[src/rtl/pilha_lifo_pkg.sv]
// Processor-wide stack definitions: command encodings, default geometry and
// the handshake FSM state codes shared by the operand stack and its users.
package pilha_lifo_pkg;

    localparam int STK_DATA_W = 16;
    localparam int STK_DEPTH  = 16;

    localparam logic [1:0] STK_NOP     = 2'b00;
    localparam logic [1:0] STK_PUSH    = 2'b01;
    localparam logic [1:0] STK_POP     = 2'b10;
    localparam logic [1:0] STK_REPLACE = 2'b11;

    localparam logic [1:0] S_IDLE = 2'd0;
    localparam logic [1:0] S_EXEC = 2'd1;
    localparam logic [1:0] S_DONE = 2'd2;

endpackage

[src/rtl/pilha_mem.sv]
// Stack storage: DEPTH x DATA_W register file, one synchronous write port and
// one asynchronous read port. Kept separate so a RAM macro can replace it.
module pilha_mem #(
    parameter int DATA_W = 16,
    parameter int DEPTH  = 16,
    parameter int AW     = 4
) (
    input  logic              clk_i,
    input  logic              we_i,
    input  logic [AW-1:0]     waddr_i,
    input  logic [DATA_W-1:0] wdata_i,
    input  logic [AW-1:0]     raddr_i,
    output logic [DATA_W-1:0] rdata_o
);

    logic [DATA_W-1:0] mem_q [DEPTH];

    always_ff @(posedge clk_i) begin
        if (we_i) begin
            mem_q[waddr_i] <= wdata_i;
        end
    end

    assign rdata_o = mem_q[raddr_i];

endmodule

[src/rtl/pilha_lifo.sv]
// Hardware operand stack with a req/ack command handshake (IDLE->EXEC->DONE),
// registered pop data, combinational top-of-stack and sticky error flags.
module pilha_lifo
    import pilha_lifo_pkg::*;
#(
    parameter int DATA_W = STK_DATA_W,
    parameter int DEPTH  = STK_DEPTH,
    parameter int PTR_W  = 5
) (
    input  logic              clock,
    input  logic              reset,
    input  logic              req,
    input  logic [1:0]        op,
    input  logic [DATA_W-1:0] data_in,
    input  logic              clear_err,
    output logic              ready,
    output logic              ack,
    output logic [DATA_W-1:0] data_out,
    output logic [DATA_W-1:0] top,
    output logic [PTR_W-1:0]  count,
    output logic              empty,
    output logic              full,
    output logic              overflow,
    output logic              underflow
);

    localparam int AW = $clog2(DEPTH);

    logic [1:0]        state_q, state_d;
    logic [1:0]        op_q;
    logic [DATA_W-1:0] data_q;
    logic [PTR_W-1:0]  count_q, count_d;
    logic [DATA_W-1:0] dout_q, dout_d;
    logic              ovf_q, ovf_d;
    logic              udf_q, udf_d;

    logic              exec;
    logic              mem_we;
    logic [AW-1:0]     push_idx;
    logic [AW-1:0]     top_idx;
    logic [DATA_W-1:0] rd_data;

    assign empty = (count_q == '0);
    assign full  = (count_q == PTR_W'(DEPTH));
    assign exec  = (state_q == S_EXEC);

    // When count==DEPTH the low bits wrap to 0, so the top index (low bits - 1)
    // still lands on DEPTH-1; the push index is never used in that case.
    assign push_idx = count_q[AW-1:0];
    assign top_idx  = count_q[AW-1:0] - AW'(1);

    assign mem_we = exec && (((op_q == STK_PUSH) && !full) ||
                             ((op_q == STK_REPLACE) && !empty));

    pilha_mem #(
        .DATA_W (DATA_W),
        .DEPTH  (DEPTH),
        .AW     (AW)
    ) u_mem (
        .clk_i   (clock),
        .we_i    (mem_we),
        .waddr_i ((op_q == STK_PUSH) ? push_idx : top_idx),
        .wdata_i (data_q),
        .raddr_i (top_idx),
        .rdata_o (rd_data)
    );

    always_comb begin
        state_d = state_q;
        case (state_q)
            S_IDLE:  if (req) state_d = S_EXEC;
            S_EXEC:  state_d = S_DONE;
            S_DONE:  state_d = S_IDLE;
            default: state_d = S_IDLE;
        endcase
    end

    // clear_err is applied first so a same-cycle error sets the flag anyway.
    always_comb begin
        count_d = count_q;
        dout_d  = dout_q;
        ovf_d   = clear_err ? 1'b0 : ovf_q;
        udf_d   = clear_err ? 1'b0 : udf_q;
        if (exec) begin
            case (op_q)
                STK_PUSH: begin
                    if (full) ovf_d = 1'b1;
                    else      count_d = count_q + PTR_W'(1);
                end
                STK_POP: begin
                    if (empty) begin
                        dout_d = '0;
                        udf_d  = 1'b1;
                    end else begin
                        dout_d  = rd_data;
                        count_d = count_q - PTR_W'(1);
                    end
                end
                STK_REPLACE: begin
                    if (empty) udf_d = 1'b1;
                end
                default: ;
            endcase
        end
    end

    always_ff @(posedge clock or negedge reset) begin
        if (!reset) begin
            state_q <= S_IDLE;
            op_q    <= STK_NOP;
            data_q  <= '0;
            count_q <= '0;
            dout_q  <= '0;
            ovf_q   <= 1'b0;
            udf_q   <= 1'b0;
        end else begin
            state_q <= state_d;
            count_q <= count_d;
            dout_q  <= dout_d;
            ovf_q   <= ovf_d;
            udf_q   <= udf_d;
            if ((state_q == S_IDLE) && req) begin
                op_q   <= op;
                data_q <= data_in;
            end
        end
    end

    assign ready     = (state_q == S_IDLE);
    assign ack       = (state_q == S_DONE);
    assign data_out  = dout_q;
    assign top       = empty ? '0 : rd_data;
    assign count     = count_q;
    assign overflow  = ovf_q;
    assign underflow = udf_q;

endmodule

[config.mk]
export PLATFORM = sky130hd
export DESIGN_NAME = pilha_lifo
export DESIGN_NICKNAME = d
export VERILOG_FILES = /design/src/rtl/pilha_lifo_pkg.sv /design/src/rtl/pilha_mem.sv /design/src/rtl/pilha_lifo.sv
export SDC_FILE = /design/constraint.sdc
export NUM_CORES = 1
export LEC_CHECK = 0
export CORE_MARGIN = 2
export CORE_UTILIZATION = 54
export CTS_BUF_LIST = sky130_fd_sc_hd__clkbuf_16
export DETAILED_ROUTE_END_ITERATION = 8
export GPL_ROUTABILITY_DRIVEN = 0
export PLACE_DENSITY = 0.73
export SLEW_MARGIN = 20
export SYNTH_ARGS = -nofsm -noshare
export SYNTH_HDL_FRONTEND = slang
export SYNTH_SLANG_ARGS = --single-unit
[constraint.sdc]
create_clock -name clock -period 4.3 [get_ports clock]
set_clock_uncertainty 0.1 [all_clocks]
set_input_delay 0.86 -clock clock [delete_from_list [all_inputs] [get_ports clock]]
set_output_delay 0.86 -clock clock [all_outputs]
set_load 0.02 [all_outputs]
==> metrics.txt <==
vias in the first global route about 7,500; via/cell ratio 6.369; Synth Area in Simple Gates roughly a tenth; syn_area_per_cell around 15 um^2; largest net degree at the start of global routing roughly 240; fin nets just over 900; DRC violations left 0; M1 WL about 12 mm; fin. max-slew vios 0; CP Max Fanout 25; Primary FF master, synth edfxtp_1; cell family with most CP delay buffers and inverters; Reg power frac 31.1%; Place WS 0.06245 ns; CTS Buf Count 29; GRT Overall Usage about a quarter; Chip Width between 150 and 200 um; Clock Sinks 299; routed via count roughly 7,600; final std cells w/o fill about 1,200; setup TNS 0 ns; CTS tree yes; GRT Residual Overflow 0; Root Driver clkbuf_16; IO buf count 64; switching power 4952 uW; adder-cell share of the synthesized area 0.6735%; DR pass1 iterations 5; status complete, no violations; post-layout util ~66%; crit-path cells clkinvlp_4, ha_4, buf_4, xor2_4, buf_12, a2111oi_0, nor4_1, mux2i_1, nor2_1, buf_2; Yosys warnings 0; DP Area around 13,000 um^2; CP Class flop to primary output; first-pass GRT wire length roughly 44 mm; CP Capture Type primary output; Max H-tree Level 1; Critical-path top delay cell nor4_1; count of maximum capacitance violations 0; part of the power in the clock network a little under a quarter; sequential element share of the synthesized area a little under three quarters; logic gate share of total power between 40% and 50%; critical path arrival ~3.2 ns; crit-path max cell delay between 0.5 and 0.6 ns; Boundary Pins 65; routed wl met2 14.38 mm; Clock transition at path regs roughly 0.070 ns; area share of the leading cell type in the synthesized netlist approximately 63%; CP startpoint kind flop; origin of the critical flop-to-flop path count[0]; share of post-route cells with drive strength above 1 16.70%; reg2reg end u_mem.mem_q[5][7]; Critical Path RT about 3.3 ns; met3 WL post-DR about 2.4 mm; Die H ~150 um; Core Box Area between 20,000 and 25,000 um^2; VDD IR max about 0.00048 V; Max Buffers Root-to-Sink 3; mux contribution to synthesized area approximately 4.5%; Synth Area in XOR/XNOR around 1.1%; Yosys cell types 45; post-route ant nets 0; final wirelength a little under 30 mm; CTS hold repair buffers 0; post-route setup slack 0.1091 ns; P_leak just under 0.005 uW; Synthesized Nets just over 800; Area growth, synth to finish 20.52%; commonest non-fill, non-tap cell in the layout edfxtp_1; Bufs and invs on worst path 4; initial drt markers 755; sw frac around two fifths; Worst-Skew Late Latency 0.55 ns; crit path time final between 4 and 5 ns; DP HPWL between 15 and 20 mm; most frequent cells in the layout edfxtp_1 (256), nor2b_1 (114), a2111oi_0 (81); worst reg-to-reg setup slack 0.94 ns; cell taking the most area after synthesis edfxtp_1; EDFF count, synth between 200 and 300; Initial Util 54.66%; post-layout instance area approximately 15,000 um^2; Post-synth ARST share around 14%; Slew Limit Headroom 32.69%; Hold WC Path Type input pin to async pin; final hold vios 0; cells on worst reg2reg path 8; Post-Syn Instances about 800; Placed Cells ~1,100; main combinational cell family by area after synthesis simple AND/OR/NAND/NOR gates; power per cell area around 850 nW/um^2; fmax 238.6 MHz; antenna violations before repair 2; final worst-path cycle share 97.46%; number of synthesized register bits between 200 and 300; ANT cells 0; Highest Signal Layer met4; post-DR wirelength/cell between 20 and 25 um; die area about 24,000 um^2; top cells by area, synth edfxtp_1 (63%), dfrtp_1 (8.8%), a2111oi_0 (8.0%); critical path depth 10; worst slew pin tran a little over 1 ns; row count 55; compound-cell area share of the yosys netlist around a tenth; Final setup viols 0; Syn Std Cell Area between 10,000 and 15,000 um^2; Cell Int Power ~7600 uW
[metal layers]
layer / GRT usage [%] / vias up
met4: 7.628 / 0
met1: 33.35 / 3869
met3: 4.763 / 63
li1: - / 3332
met2: 39.16 / 347
met5: 0 / -
[stage by stage]
| step | total power [uW] | hold WS, ns |
|---|---|---|
| 3_5_place_dp | 9316 | 0.3849 |
| 4_1_cts | 12210 | 0.1163 |
| 3_3_place_gp | 9170 | 0.3662 |
| 2_1_floorplan | 6932 | 0.4476 |
| 6_report | 12510 | 0.1167 |
| 5_1_grt | 13060 | 0.1326 |
[cells by family (layout without fill, tap and decap cells)]
kind of cell | count (synthesis) | after routing
buffers and inverters | 68 | 175
xor gates and xnor gates | 13 | 14
adders and majority gates | 6 | 6
DFF | 299 | 299
and+or+nand+nor | 228 | 228
AOI/OAI and AO/OA | 141 | 141
muxes | 47 | 47
[state kept, by name, indices dropped and copies added (netlist names)]
name / count
op_q: 2
underflow: 1
data_q: 16
u_mem.mem_q: 256
overflow: 1
state_q: 2
count: 5
data_out: 16
[how the worst max path moves through the flow]
| stage | startpoint | to | slack, ns |
|---|---|---|---|
| floorplan | count[0] | u_mem.mem_q[12][0] | 0.17 |
| global placement | count[0] | top[5] | 0.11 |
| detailed placement | count[0] | top[8] | 0.06 |
| CTS | count[0] | top[7] | -0.14 |
| global route | count[0] | top[3] | -0.01 |
| finish | count[0] | top[2] | 0.11 |
[what timing repair did]
action                     in CTS  in global routing
setup buffers                   5                  2
setup endpoints to repair      16                 13
pin swaps                      13                  9
gates resized for setup        30                 45
gates cloned                    1                  2
hold endpoints to repair        0                  0
[Yosys cell counts (3+ instances only)]
cell type	number
nor2_1	30
nand3_1	9
o21ai_0	4
nand2_1	28
clkbuf_1	45
dfrtp_1	43
a21oi_1	3
a2111oi_0	112
xor2_1	5
buf_6	3
xnor2_1	5
nor3_1	4
buf_2	9
nor2b_1	114
edfxtp_1	256
mux2i_1	22
o21ai_1	15
inv_1	5
nand2b_1	5
ha_1	5
mux4_2	4
nor4_1	28
mux2_2	20
[layout make-up]
class | count | area, um^2
Fill cell | 1518 | 7656
Timing Repair Buffer | 115 | 1154
Multi-Input combinational cell | 436 | 3382
Inverter | 6 | 26.28
Clock buffer | 31 | 775.7
Sequential cell | 299 | 8767
Clock inverter | 23 | 316.6
Tap cell | 285 | 356.6
[power by group through the flow]
stage,clock [uW],combinational (uW),sequential (uW)
after floorplan,0,3030,3910
after global placement,0,5260,3910
after detailed placement,0,5380,3940
after CTS,2870,5460,3880
after global routing,2980,6150,3930
final,2850,5770,3890
[worst register-to-register path: stages, from the launching register on]
cell and delay (ns):
dfrtp_4 0.49, buf_4 0.18, buf_16 0.24, nor3_4 0.26
nand2_1 0.10, xor2_1 0.53, nand2b_1 0.20, nor2_1 0.56
buf_4 0.38
No activity file was read; power rests on OpenSTA's default activity.
